--- config.mk ---
export PLATFORM = sky130hd
export DESIGN_NAME = gcd_bus_master_flat
export DESIGN_NICKNAME = d
export VERILOG_FILES = /design/src/rtl/gcd_bus_master_pkg.sv /design/src/rtl/gcd_bus_master_if.sv /design/src/rtl/gcd_bus_master_gpio_bus_access.sv /design/src/rtl/gcd_bus_master.sv /design/src/flat_wrapper.sv
export SDC_FILE = /design/constraint.sdc
export NUM_CORES = 1
export LEC_CHECK = 0
export ABC_AREA = 1
export BUFFER_PORTS_ARGS = -buffer_cell sky130_fd_sc_hd__buf_4
export CORE_MARGIN = 8
export CORE_UTILIZATION = 35
export CTS_BUF_LIST = sky130_fd_sc_hd__clkbuf_8
export CTS_CLUSTER_DIAMETER = 100
export CTS_CLUSTER_SIZE = 25
export DETAILED_ROUTE_END_ITERATION = 6
export GPL_TIMING_DRIVEN = 1
export PLACE_DENSITY = 0.67
export SLEW_MARGIN = 30
export SYNTH_ARGS = -nofsm -noshare
export SYNTH_HDL_FRONTEND = slang
export SYNTH_SLANG_ARGS = --single-unit
export TNS_END_PERCENT = 1
--- constraint.sdc ---
create_clock -name clk -period 2.17 [get_ports clk]
set_clock_uncertainty 0.15 [all_clocks]
set_input_delay 0.217 -clock clk [delete_from_list [all_inputs] [get_ports clk]]
set_output_delay 0.217 -clock clk [all_outputs]
set_load 0.02 [all_outputs]
--- src/rtl/gcd_bus_master_pkg.sv ---
// ---------------------------------------------------------------------------
// gcd_bus_master_pkg
//   Shared definitions for the GCD bus master: default register map of the
//   gpioemu GCD peripheral, the status done bit, FSM state and bus phase
//   encodings, and the bus request record passed from the sequencer to the
//   single-access engine.
// ---------------------------------------------------------------------------
package gcd_bus_master_pkg;

    localparam int ADDR_W = 16;
    localparam int DATA_W = 32;

    localparam logic [ADDR_W-1:0] DEF_A1_ADDR     = 16'h00f8;
    localparam logic [ADDR_W-1:0] DEF_A2_ADDR     = 16'h00fc;
    localparam logic [ADDR_W-1:0] DEF_STATUS_ADDR = 16'h00f4;
    localparam logic [ADDR_W-1:0] DEF_RESULT_ADDR = 16'h00f0;

    localparam int STATUS_DONE_BIT = 0;

    typedef enum logic [2:0] {
        ST_IDLE,
        ST_WR_A1,
        ST_WR_A2,
        ST_RD_STAT,
        ST_GAP,
        ST_RD_RES,
        ST_DONE
    } gcd_state_e;

    typedef enum logic [1:0] {
        PH_IDLE,
        PH_SETUP,
        PH_STROBE,
        PH_HOLD
    } bus_phase_e;

    typedef struct packed {
        logic              rnw;
        logic [ADDR_W-1:0] addr;
        logic [DATA_W-1:0] wdata;
    } bus_req_t;

    function automatic bus_req_t mk_req(input logic              rnw,
                                        input logic [ADDR_W-1:0] addr,
                                        input logic [DATA_W-1:0] wdata);
        bus_req_t r;
        r.rnw   = rnw;
        r.addr  = addr;
        r.wdata = wdata;
        return r;
    endfunction

endpackage

--- src/rtl/gcd_bus_master_if.sv ---
// ---------------------------------------------------------------------------
// gcd_bus_master_if
//   Bundles the operand port, result port and gpioemu register bus of the
//   GCD bus master.
//   master modport : view of gcd_bus_master (drives op_ready, res_*, bus)
//   slave  modport : view of the surrounding fabric + gpioemu slave
// ---------------------------------------------------------------------------
interface gcd_bus_master_if;
    import gcd_bus_master_pkg::*;

    // operand port
    logic              op_valid;
    logic              op_ready;
    logic [DATA_W-1:0] op_a;
    logic [DATA_W-1:0] op_b;
    // result port
    logic              res_valid;
    logic              res_ready;
    logic [DATA_W-1:0] res_data;
    logic              res_timeout;
    // register bus
    logic [ADDR_W-1:0] saddress;
    logic              srd;
    logic              swr;
    logic [DATA_W-1:0] sdata_wr;
    logic [DATA_W-1:0] sdata_rd;

    modport master (
        input  op_valid, op_a, op_b, res_ready, sdata_rd,
        output op_ready, res_valid, res_data, res_timeout,
               saddress, srd, swr, sdata_wr
    );

    modport slave (
        output op_valid, op_a, op_b, res_ready, sdata_rd,
        input  op_ready, res_valid, res_data, res_timeout,
               saddress, srd, swr, sdata_wr
    );

endinterface

--- src/rtl/gcd_bus_master_gpio_bus_access.sv ---
// ---------------------------------------------------------------------------
// gpio_bus_access
//   Runs one gpioemu register access: SETUP (1 cycle, address/data driven,
//   strobes low) -> STROBE (STROBE_CYC cycles, srd or swr high) -> HOLD
//   (1 cycle, strobes low, address/data still held). Read data is sampled on
//   the last STROBE cycle. A new start accepted in HOLD chains the next
//   access with no idle cycle in between.
//   Ports:
//     clk, n_reset        clock, async active-low reset
//     start_i, req_i      launch an access (accepted in idle or HOLD)
//     sdata_rd_i          slave read data
//     busy_o              access in flight
//     done_o              access in HOLD (rdata_o valid for reads)
//     rdata_o             last sampled read data
//     saddress_o, srd_o, swr_o, sdata_wr_o   registered bus outputs
// ---------------------------------------------------------------------------
module gpio_bus_access
    import gcd_bus_master_pkg::*;
#(
    parameter int STROBE_CYC = 2
) (
    input  logic              clk,
    input  logic              n_reset,
    input  logic              start_i,
    input  bus_req_t          req_i,
    input  logic [DATA_W-1:0] sdata_rd_i,
    output logic              busy_o,
    output logic              done_o,
    output logic [DATA_W-1:0] rdata_o,
    output logic [ADDR_W-1:0] saddress_o,
    output logic              srd_o,
    output logic              swr_o,
    output logic [DATA_W-1:0] sdata_wr_o
);

    localparam int CW = (STROBE_CYC > 1) ? $clog2(STROBE_CYC) : 1;
    localparam logic [CW-1:0] CNT_LAST = CW'(STROBE_CYC - 1);

    bus_phase_e        phase_q;
    logic [CW-1:0]     cnt_q;
    logic              rnw_q;
    logic [ADDR_W-1:0] addr_q;
    logic [DATA_W-1:0] wdata_q;
    logic              srd_q;
    logic              swr_q;
    logic [DATA_W-1:0] rdata_q;

    // Strobes are plain registers so the async reset pulls them low at once.
    always_ff @(posedge clk or negedge n_reset) begin
        if (!n_reset) begin
            phase_q <= PH_IDLE;
            cnt_q   <= '0;
            rnw_q   <= 1'b0;
            addr_q  <= '0;
            wdata_q <= '0;
            srd_q   <= 1'b0;
            swr_q   <= 1'b0;
            rdata_q <= '0;
        end else begin
            case (phase_q)
                PH_IDLE, PH_HOLD: begin
                    if (start_i) begin
                        phase_q <= PH_SETUP;
                        rnw_q   <= req_i.rnw;
                        addr_q  <= req_i.addr;
                        wdata_q <= req_i.wdata;
                    end else begin
                        // idle bus parks address/data at zero
                        phase_q <= PH_IDLE;
                        rnw_q   <= 1'b0;
                        addr_q  <= '0;
                        wdata_q <= '0;
                    end
                end
                PH_SETUP: begin
                    phase_q <= PH_STROBE;
                    cnt_q   <= '0;
                    srd_q   <= rnw_q;
                    swr_q   <= ~rnw_q;
                end
                PH_STROBE: begin
                    if (cnt_q == CNT_LAST) begin
                        phase_q <= PH_HOLD;
                        srd_q   <= 1'b0;
                        swr_q   <= 1'b0;
                        if (rnw_q) rdata_q <= sdata_rd_i;
                    end else begin
                        cnt_q <= cnt_q + CW'(1);
                    end
                end
                default: phase_q <= PH_IDLE;
            endcase
        end
    end

    assign busy_o     = (phase_q != PH_IDLE);
    assign done_o     = (phase_q == PH_HOLD);
    assign rdata_o    = rdata_q;
    assign saddress_o = addr_q;
    assign srd_o      = srd_q;
    assign swr_o      = swr_q;
    assign sdata_wr_o = wdata_q;

endmodule

--- src/rtl/gcd_bus_master.sv ---
// ---------------------------------------------------------------------------
// gcd_bus_master
//   Drives the gpioemu GCD peripheral from fabric logic. Takes an operand
//   pair on a valid/ready port, writes A1 then A2 (which starts the GCD),
//   polls status until the done bit is set (or POLL_LIMIT reads elapse),
//   reads the result and offers it on a valid/ready result port.
//   Ports:
//     clk, n_reset   clock, async active-low reset
//     bus (master)   op_valid/op_ready/op_a/op_b    operand handshake
//                    res_valid/res_ready/res_data/res_timeout  result
//                    saddress/srd/swr/sdata_wr/sdata_rd        slave bus
// ---------------------------------------------------------------------------
module gcd_bus_master
    import gcd_bus_master_pkg::*;
#(
    parameter logic [ADDR_W-1:0] A1_ADDR     = DEF_A1_ADDR,
    parameter logic [ADDR_W-1:0] A2_ADDR     = DEF_A2_ADDR,
    parameter logic [ADDR_W-1:0] STATUS_ADDR = DEF_STATUS_ADDR,
    parameter logic [ADDR_W-1:0] RESULT_ADDR = DEF_RESULT_ADDR,
    parameter int                STROBE_CYC  = 2,
    parameter int                POLL_LIMIT  = 1024
) (
    input  logic             clk,
    input  logic             n_reset,
    gcd_bus_master_if.master bus
);

    localparam int PW = $clog2(POLL_LIMIT + 1);

    gcd_state_e        state_q;
    logic              op_ready_q;
    logic [DATA_W-1:0] b_q;
    logic [PW-1:0]     poll_cnt_q;
    logic              res_valid_q;
    logic              res_timeout_q;
    logic [DATA_W-1:0] res_data_q;

    logic              acc_start;
    bus_req_t          acc_req;
    logic              acc_busy;
    logic              acc_done;
    logic [DATA_W-1:0] acc_rdata;

    logic              accept;
    logic              stat_done;
    logic [PW-1:0]     poll_nxt;

    assign accept    = bus.op_valid & op_ready_q & ~acc_busy;
    assign stat_done = acc_rdata[STATUS_DONE_BIT];
    assign poll_nxt  = poll_cnt_q + PW'(1);

    // Next access is launched on the same edge the previous one leaves HOLD
    // (or on the accept edge), so accesses run back to back. op_a goes
    // straight into the engine's data register on the accept edge.
    always_comb begin
        acc_start = 1'b0;
        acc_req   = '0;
        case (state_q)
            ST_IDLE: if (accept) begin
                acc_start = 1'b1;
                acc_req   = mk_req(1'b0, A1_ADDR, bus.op_a);
            end
            ST_WR_A1: if (acc_done) begin
                acc_start = 1'b1;
                acc_req   = mk_req(1'b0, A2_ADDR, b_q);
            end
            ST_WR_A2: if (acc_done) begin
                acc_start = 1'b1;
                acc_req   = mk_req(1'b1, STATUS_ADDR, '0);
            end
            ST_RD_STAT: if (acc_done && stat_done) begin
                acc_start = 1'b1;
                acc_req   = mk_req(1'b1, RESULT_ADDR, '0);
            end
            ST_GAP: begin
                acc_start = 1'b1;
                acc_req   = mk_req(1'b1, STATUS_ADDR, '0);
            end
            default: ;
        endcase
    end

    always_ff @(posedge clk or negedge n_reset) begin
        if (!n_reset) begin
            state_q       <= ST_IDLE;
            op_ready_q    <= 1'b1;
            b_q           <= '0;
            poll_cnt_q    <= '0;
            res_valid_q   <= 1'b0;
            res_timeout_q <= 1'b0;
            res_data_q    <= '0;
        end else begin
            case (state_q)
                ST_IDLE: if (accept) begin
                    b_q        <= bus.op_b;
                    poll_cnt_q <= '0;
                    op_ready_q <= 1'b0;
                    state_q    <= ST_WR_A1;
                end
                ST_WR_A1: if (acc_done) state_q <= ST_WR_A2;
                ST_WR_A2: if (acc_done) state_q <= ST_RD_STAT;
                ST_RD_STAT: if (acc_done) begin
                    if (stat_done) begin
                        state_q <= ST_RD_RES;
                    end else begin
                        // counter stops at POLL_LIMIT, so it never wraps
                        poll_cnt_q <= poll_nxt;
                        if (poll_nxt == PW'(POLL_LIMIT)) begin
                            state_q       <= ST_DONE;
                            res_valid_q   <= 1'b1;
                            res_timeout_q <= 1'b1;
                            res_data_q    <= '0;
                        end else begin
                            state_q <= ST_GAP;
                        end
                    end
                end
                ST_GAP: state_q <= ST_RD_STAT;
                ST_RD_RES: if (acc_done) begin
                    state_q       <= ST_DONE;
                    res_valid_q   <= 1'b1;
                    res_timeout_q <= 1'b0;
                    res_data_q    <= acc_rdata;
                end
                ST_DONE: if (bus.res_ready) begin
                    // op_ready rises one cycle after the result handshake
                    state_q       <= ST_IDLE;
                    op_ready_q    <= 1'b1;
                    res_valid_q   <= 1'b0;
                    res_timeout_q <= 1'b0;
                    res_data_q    <= '0;
                end
                default: state_q <= ST_IDLE;
            endcase
        end
    end

    gpio_bus_access #(
        .STROBE_CYC (STROBE_CYC)
    ) u_access (
        .clk        (clk),
        .n_reset    (n_reset),
        .start_i    (acc_start),
        .req_i      (acc_req),
        .sdata_rd_i (bus.sdata_rd),
        .busy_o     (acc_busy),
        .done_o     (acc_done),
        .rdata_o    (acc_rdata),
        .saddress_o (bus.saddress),
        .srd_o      (bus.srd),
        .swr_o      (bus.swr),
        .sdata_wr_o (bus.sdata_wr)
    );

    assign bus.op_ready    = op_ready_q;
    assign bus.res_valid   = res_valid_q;
    assign bus.res_timeout = res_timeout_q;
    assign bus.res_data    = res_data_q;

endmodule

--- src/flat_wrapper.sv ---
// flat-port wrapper written by rule: the top's interface ports become plain ports
module gcd_bus_master_flat import gcd_bus_master_pkg::*;
#(
    parameter logic [ADDR_W-1:0] A1_ADDR     = DEF_A1_ADDR,
    parameter logic [ADDR_W-1:0] A2_ADDR     = DEF_A2_ADDR,
    parameter logic [ADDR_W-1:0] STATUS_ADDR = DEF_STATUS_ADDR,
    parameter logic [ADDR_W-1:0] RESULT_ADDR = DEF_RESULT_ADDR,
    parameter int                STROBE_CYC  = 2,
    parameter int                POLL_LIMIT  = 1024
)
  (clk, n_reset, bus_op_valid, bus_op_a, bus_op_b, bus_res_ready, bus_sdata_rd, bus_op_ready, bus_res_valid, bus_res_data, bus_res_timeout, bus_saddress, bus_srd, bus_swr, bus_sdata_wr);
  gcd_bus_master_if bus_i ();
  input  logic clk;
  input  logic n_reset;
  input wire logic [$bits(bus_i.op_valid)-1:0] bus_op_valid;
  input wire logic [$bits(bus_i.op_a)-1:0] bus_op_a;
  input wire logic [$bits(bus_i.op_b)-1:0] bus_op_b;
  input wire logic [$bits(bus_i.res_ready)-1:0] bus_res_ready;
  input wire logic [$bits(bus_i.sdata_rd)-1:0] bus_sdata_rd;
  output wire logic [$bits(bus_i.op_ready)-1:0] bus_op_ready;
  output wire logic [$bits(bus_i.res_valid)-1:0] bus_res_valid;
  output wire logic [$bits(bus_i.res_data)-1:0] bus_res_data;
  output wire logic [$bits(bus_i.res_timeout)-1:0] bus_res_timeout;
  output wire logic [$bits(bus_i.saddress)-1:0] bus_saddress;
  output wire logic [$bits(bus_i.srd)-1:0] bus_srd;
  output wire logic [$bits(bus_i.swr)-1:0] bus_swr;
  output wire logic [$bits(bus_i.sdata_wr)-1:0] bus_sdata_wr;
  assign bus_i.op_valid = bus_op_valid;
  assign bus_i.op_a = bus_op_a;
  assign bus_i.op_b = bus_op_b;
  assign bus_i.res_ready = bus_res_ready;
  assign bus_i.sdata_rd = bus_sdata_rd;
  assign bus_op_ready = bus_i.op_ready;
  assign bus_res_valid = bus_i.res_valid;
  assign bus_res_data = bus_i.res_data;
  assign bus_res_timeout = bus_i.res_timeout;
  assign bus_saddress = bus_i.saddress;
  assign bus_srd = bus_i.srd;
  assign bus_swr = bus_i.swr;
  assign bus_sdata_wr = bus_i.sdata_wr;
  gcd_bus_master #(.A1_ADDR(A1_ADDR), .A2_ADDR(A2_ADDR), .STATUS_ADDR(STATUS_ADDR), .RESULT_ADDR(RESULT_ADDR), .STROBE_CYC(STROBE_CYC), .POLL_LIMIT(POLL_LIMIT)) u_core (.clk(clk), .n_reset(n_reset), .bus(bus_i));
endmodule
Word-level counts from Yosys, hierarchy flattened

Cells that the tools add are included.

Register bits after elaboration: 167
Latch bits: 0
RAM bits: 0
ROM bits: 0
Input port bits: 100
Logic and storage cells: 107
Memories kept: 0

Add/sub/neg operators: 2
Multiply operators: 0
Divide/modulo/power cells: 0
Magnitude comparators: 0
Equal/unequal tests: 19
Shift-type cells: 0
Multiplexer cells: 50
Bitwise operators: 4
Reductions and logical operators: 17

Operator list:

| operator                | count |
|---|---|
| $pmux W49 S5            | 1 |
| $mux W32                | 6 |
| $mux W49                | 2 |
| $pmux W32 S3            | 1 |
| $mux W40                | 2 |
| $mux W11                | 3 |
| $pmux W11 S2            | 1 |
| $mux W3                 | 7 |
| $pmux W3 S7             | 1 |
| $mux W16                | 1 |
| $mux W1                 | 15 |
| $ne A2 B1 Y1 const B    | 6 |
| $reduce_and A6 Y1       | 2 |
| $add A11 B1 Y11 const B | 1 |
| $eq A11 B11 Y1 const B  | 1 |
| $eq A3 B3 Y1 const B    | 3 |
| $pmux W1 S2             | 4 |
| $reduce_bool A2 Y1      | 4 |
| $eq A3 B2 Y1 const B    | 2 |
| $ne A2 B2 Y1 const B    | 3 |
| $pmux W1 S3             | 2 |
| $pmux W2 S3             | 1 |
| $reduce_and A3 Y1       | 2 |
| $eq A2 B2 Y1 const B    | 2 |
| other kinds (14)        | 19 |

Depth between registers and ports, before layout

Depth after elaboration: 7
Gate-level depth with buffers: 14
Mapped depth without buffers: 13

Hierarchy

A second synthesis with hierarchy kept.

Cells, all modules: 904
Area, all modules: 7997.7 um^2

Modules (own cells, without submodules):

| module          | instances | cells an instance | area an instance (um^2) | seq. area each (um^2) |
|---|---|---|---|---|
| gcd_bus_master  | 1         | 520               | 4361.7                  | 2028.2 |
| gpio_bus_access | 1         | 384               | 3636.0                  | 2152.1 |

Worst setup path before layout

Ideal clock, no wire load.

Path type: register -> register
Start: register u_core.poll_cnt_q[0]
End: register u_core.res_data_q[10] (netlist: u_core.bus.res_data[10])
Setup time: 117 ps
Arrival time: 1664 ps
Required time: 1903 ps
Slack: 239 ps
Stages on the path, launching flop included: 14
Buffers on the path: 1
Cells stage by stage: dfrtp_1 > ha_1 > nand3_2 > nor2_2 > nand2_1 > nand2_1 > nand2_1 > nor2_1 > nand3_1 > nand2_4 > nand2_4 > buf_6 > nand2_2 > nand2_1

Word-level cells in the longest chain between the ends: 4

Ends and longest elaborated chain:

| element                            | RTL line              | RTL |
|---|---|---|
| from (decl)                        | gcd_bus_master.sv:33  | `logic [PW-1:0] poll_cnt_q;` |
| from (signal assigned)             | gcd_bus_master.sv:107 | `poll_cnt_q <= poll_nxt;` |
| $add A11 B1 Y11                    | gcd_bus_master.sv:50  | `assign poll_nxt = poll_cnt_q + PW'(1);` |
| $eq A11 B11 Y1                     | gcd_bus_master.sv:108 | `if (poll_nxt == PW'(POLL_LIMIT)) begin` |
| $ne A2 B1 Y1 (no source line)      | -                     |  |
| $reduce_and A6 Y1 (no source line) | -                     |  |
| to (signal assigned)               | gcd_bus_master.sv:123 | `res_data_q <= acc_rdata;` |
| to (decl)                          | gcd_bus_master.sv:36  | `logic [DATA_W-1:0] res_data_q;` |

No other way between the ends.
A chain may end at the register's enable or synchronous reset.

Worst setup path after layout

Start: register u_core.poll_cnt_q[1]
End: register u_core.res_data_q[26] (netlist: u_core.bus.res_data[26])

The elaborated chain is that of the path after synthesis.

==> flow_metrics.env <==
export IMPL_synthArstFlopShare_pct=100
export IMPL_cts_max_path_buffers=2
export IMPL_drtIter0Drc=358
export IMPL_syn_area_per_cell_um2=8.14
export IMPL_yosysTopAreaCell="dfrtp_1"
export IMPL_yosysSeqAreaShare_pct=54.6
export IMPL_vias=6560
export IMPL_die_height_um=158
export IMPL_hold_viol=0
export IMPL_synth_edff_count=0
export IMPL_p_int_mw=4.24
export IMPL_antenna_left=0
export IMPL_ys_ff_latch=154
export IMPL_core_mm2=0.0200
export IMPL_p_seq_share_pct=51.9
export IMPL_cts_made_buffers=17
export IMPL_hpwl_um=13300
export IMPL_tightest_slew_ns=0.525
export IMPL_num_rows=52
export IMPL_nets=1246
export IMPL_cts_root_buf="clkbuf_8"
export IMPL_routed_wl_um=20300
export IMPL_grt_overflow_total=0
export IMPL_vias_per_cell=4.61
export IMPL_gr_usage_met1_pct=21.2
export IMPL_synthFlopType="dfrtp_1"
export IMPL_rrSetupSlack_ns=0.11
export IMPL_hp_class="input pin to flip-flop"
export IMPL_gp_congestion=0.798
export IMPL_synth_most_common_cell="nand2_1"
export IMPL_grt_pass1_vias=6663
export IMPL_crit_end="u_core.bus.res_data[26]"
export IMPL_switching_power_mw=1.37
export IMPL_r2r_end="u_core.bus.res_data[26]"
export IMPL_initial_core_util_pct=35.2
export IMPL_track_usage_pct=16.6
export IMPL_maxCapViolCount=0
export IMPL_r2r_start="u_core.poll_cnt_q[1]"
export IMPL_crit_path_start="u_core.poll_cnt_q[1]"
export IMPL_slowest_stage="dfrtp_1"
export IMPL_clock_latency_ns=0.44
export IMPL_ys_warnings_count=0
export IMPL_post_place_ws_ns=0.125
export IMPL_max_freq_mhz=484
export IMPL_finalPower_mw=5.61
export IMPL_h_tree_depth=4
export IMPL_end_kind="flip-flop"
export IMPL_synth_top_area_share_pct=54.2
export IMPL_timing_final_crit_share_pct=95.1
export IMPL_port_buffers=174
export IMPL_cpPeakStageDelay_ns=0.42
export IMPL_ioPinCount=185
export IMPL_cts_sinks=154
export IMPL_vdd_drop_max_mv=0.398
export IMPL_swShare_pct=24.4
export IMPL_tritoncts="yes"
export IMPL_grt_max_degree=92
export IMPL_placed_cells=1291
export IMPL_comb_power_share_pct=7.7
export IMPL_synth_commonest_cells="nand2_1, dfrtp_1, inv_1"
export IMPL_finalSetupTns_ns=0
export IMPL_busiest_layer="met2"
export IMPL_use_met3_pct=4.80
export IMPL_synth_area_leaders="dfrtp_1, nand2_1, o21ai_0, inv_1, nor2_1"
export IMPL_cp_common_cell="nand2_1"
export IMPL_met2_usage_pct=26.4
export IMPL_status="finished clean"
export IMPL_dieArea_mm2=0.0250
export IMPL_power_density_mw_per_mm2=552
export IMPL_clk_pin_slew_ns=0.08
export IMPL_synth_area_mm2=0.00706
export IMPL_yosysUniqueCellTypes=29
export IMPL_wl_per_cell_um=14.2
export IMPL_finalWorstSetupSlack_ns=0.106
export IMPL_clkPwrFrac_pct=40.4
export IMPL_drc_errors=0
export IMPL_grt_pass1_wl_um=33300
export IMPL_final_util_pct=50.7
export IMPL_netlist_instances=867
export IMPL_critPathKind="flip-flop to flip-flop"
export IMPL_worstPathRequired_ns=2.35
export IMPL_crit_path_start_kind="flip-flop"
export IMPL_leakagePower_nw=5.50
export IMPL_antenna_found_initial=0
export IMPL_antenna_diode_count=0
export IMPL_path_cells="ha_2 -> nand3_2 -> nor2_4 -> nand2_1 -> nand2_1 -> nand2_1 -> nor2_1 -> nand3_1 -> nand2_4 -> nand2_4 -> clkbuf_16 -> nand2_2 -> nand2_1"
export IMPL_arrival_ns=2.25
export IMPL_syn2layout_area_growth_pct=43.8
export IMPL_drv_slew=0
export IMPL_first_pass_iters=5
export IMPL_crit_fanout=17
export IMPL_rr_worst_depth=13
export IMPL_finalSetupViolCount=0
export IMPL_die_w_um=158
export IMPL_stdcell_count=1423
export IMPL_fin_crit_ns=2.06
export IMPL_drive_gt1_share_pct=24.0
export IMPL_slew_limit_headroom_pct=65.0
## metrics by stage
stage               hold WS, ns  area [µm²]
floorplan                -0.229        7090
global placement         0.0701        8710
detailed placement       0.0679        8710
CTS                       0.113       10100
global route              0.144       10200
finish                    0.145       10200
## cells in the final DEF, fill, tap and decap left out, drive strengths merged, types with 9 or more instances in the layout
cell type,count
dfrtp,153
o22ai,9
o21ai,72
dlygate4sd3,98
inv,99
conb,10
nand3,52
nor2,88
nand2,292
clkbuf,19
a21oi,35
buf,196
## power groups by stage
stage / logic (mW) / registers (mW) / clock network, mW
CTS: 0.430 / 2.91 / 2.34
global route: 0.477 / 2.91 / 2.46
global placement: 0.284 / 2.96 / 0
finish: 0.434 / 2.91 / 2.27
detailed placement: 0.286 / 2.96 / 0
floorplan: 0.0751 / 2.96 / 0
## what timing repair did
action / CTS / global route
endpoints found under the hold margin: 189 / 0
endpoints found under the setup margin: 0 / 34
setup buffers: 0 / 1
hold buffers: 98 / 0
resized for setup: 0 / 6
## layout make-up
class                      count  area [µm²]
multi-input combinational    578        2630
tap                          270         338
clock buffer                  18         248
fill                        1866        9890
timing repair buffer         295        2570
clock inverter                14         160
sequential                   154        3850
inverter                      94         353
## routing by layer
| layer | up-vias | part of all wire [%] |
|---|---|---|
| met4 | 0 | 1.8 |
| met5 | - | 0 |
| met3 | 27 | 7.7 |
| li1 | 3226 | - |
| met2 | 225 | 47 |
| met1 | 3082 | 44 |
## registers in the layout (all words and copies together), names as in the netlist, 2 cells and up
signal,count
u_core.u_access.saddress_o,3
u_core.bus.res_data,32
u_core.b_q,32
u_core.poll_cnt_q,11
u_core.u_access.phase_q,2
u_core.u_access.sdata_wr_o,32
u_core.u_access.rdata_o,32
u_core.state_q,3
## worst min path at each step
stage                       from                          end  slack [ns]  depth (start not counted)
global placement         n_reset  u_core.u_access.rdata_o[24]        0.07                          1
finish              bus_op_valid            u_core.state_q[2]        0.15                          4
floorplan                n_reset                u_core.b_q[0]       -0.23                          0
CTS                 bus_op_valid            u_core.state_q[2]        0.11                          4
global route        bus_op_valid            u_core.state_q[2]        0.14                          4
detailed placement       n_reset  u_core.u_access.rdata_o[24]        0.07                          1
## critical path: cells and delay by family, from the launching register on
| family | cells | cell delay, ns |
|---|---|---|
| buffers and inverters | 1 | 0.21 |
| DFF | 1 | 0.42 |
| adders and majority gates | 1 | 0.22 |
| and+or+nand+nor | 11 | 0.95 |
## kinds of logic (layout without fill, tap and decap cells)
logic type	after synthesis	count (layout)	share of synthesized area [%]
adders and majority gates	6	6	1.06
other	1	10	0.0531
and+or+nand+nor	436	436	25.8
AOI/OAI and AO/OA	126	126	9.57
buffers and inverters	144	421	8.95
DFF	154	154	54.6
(Power assumes the default switching activity.)
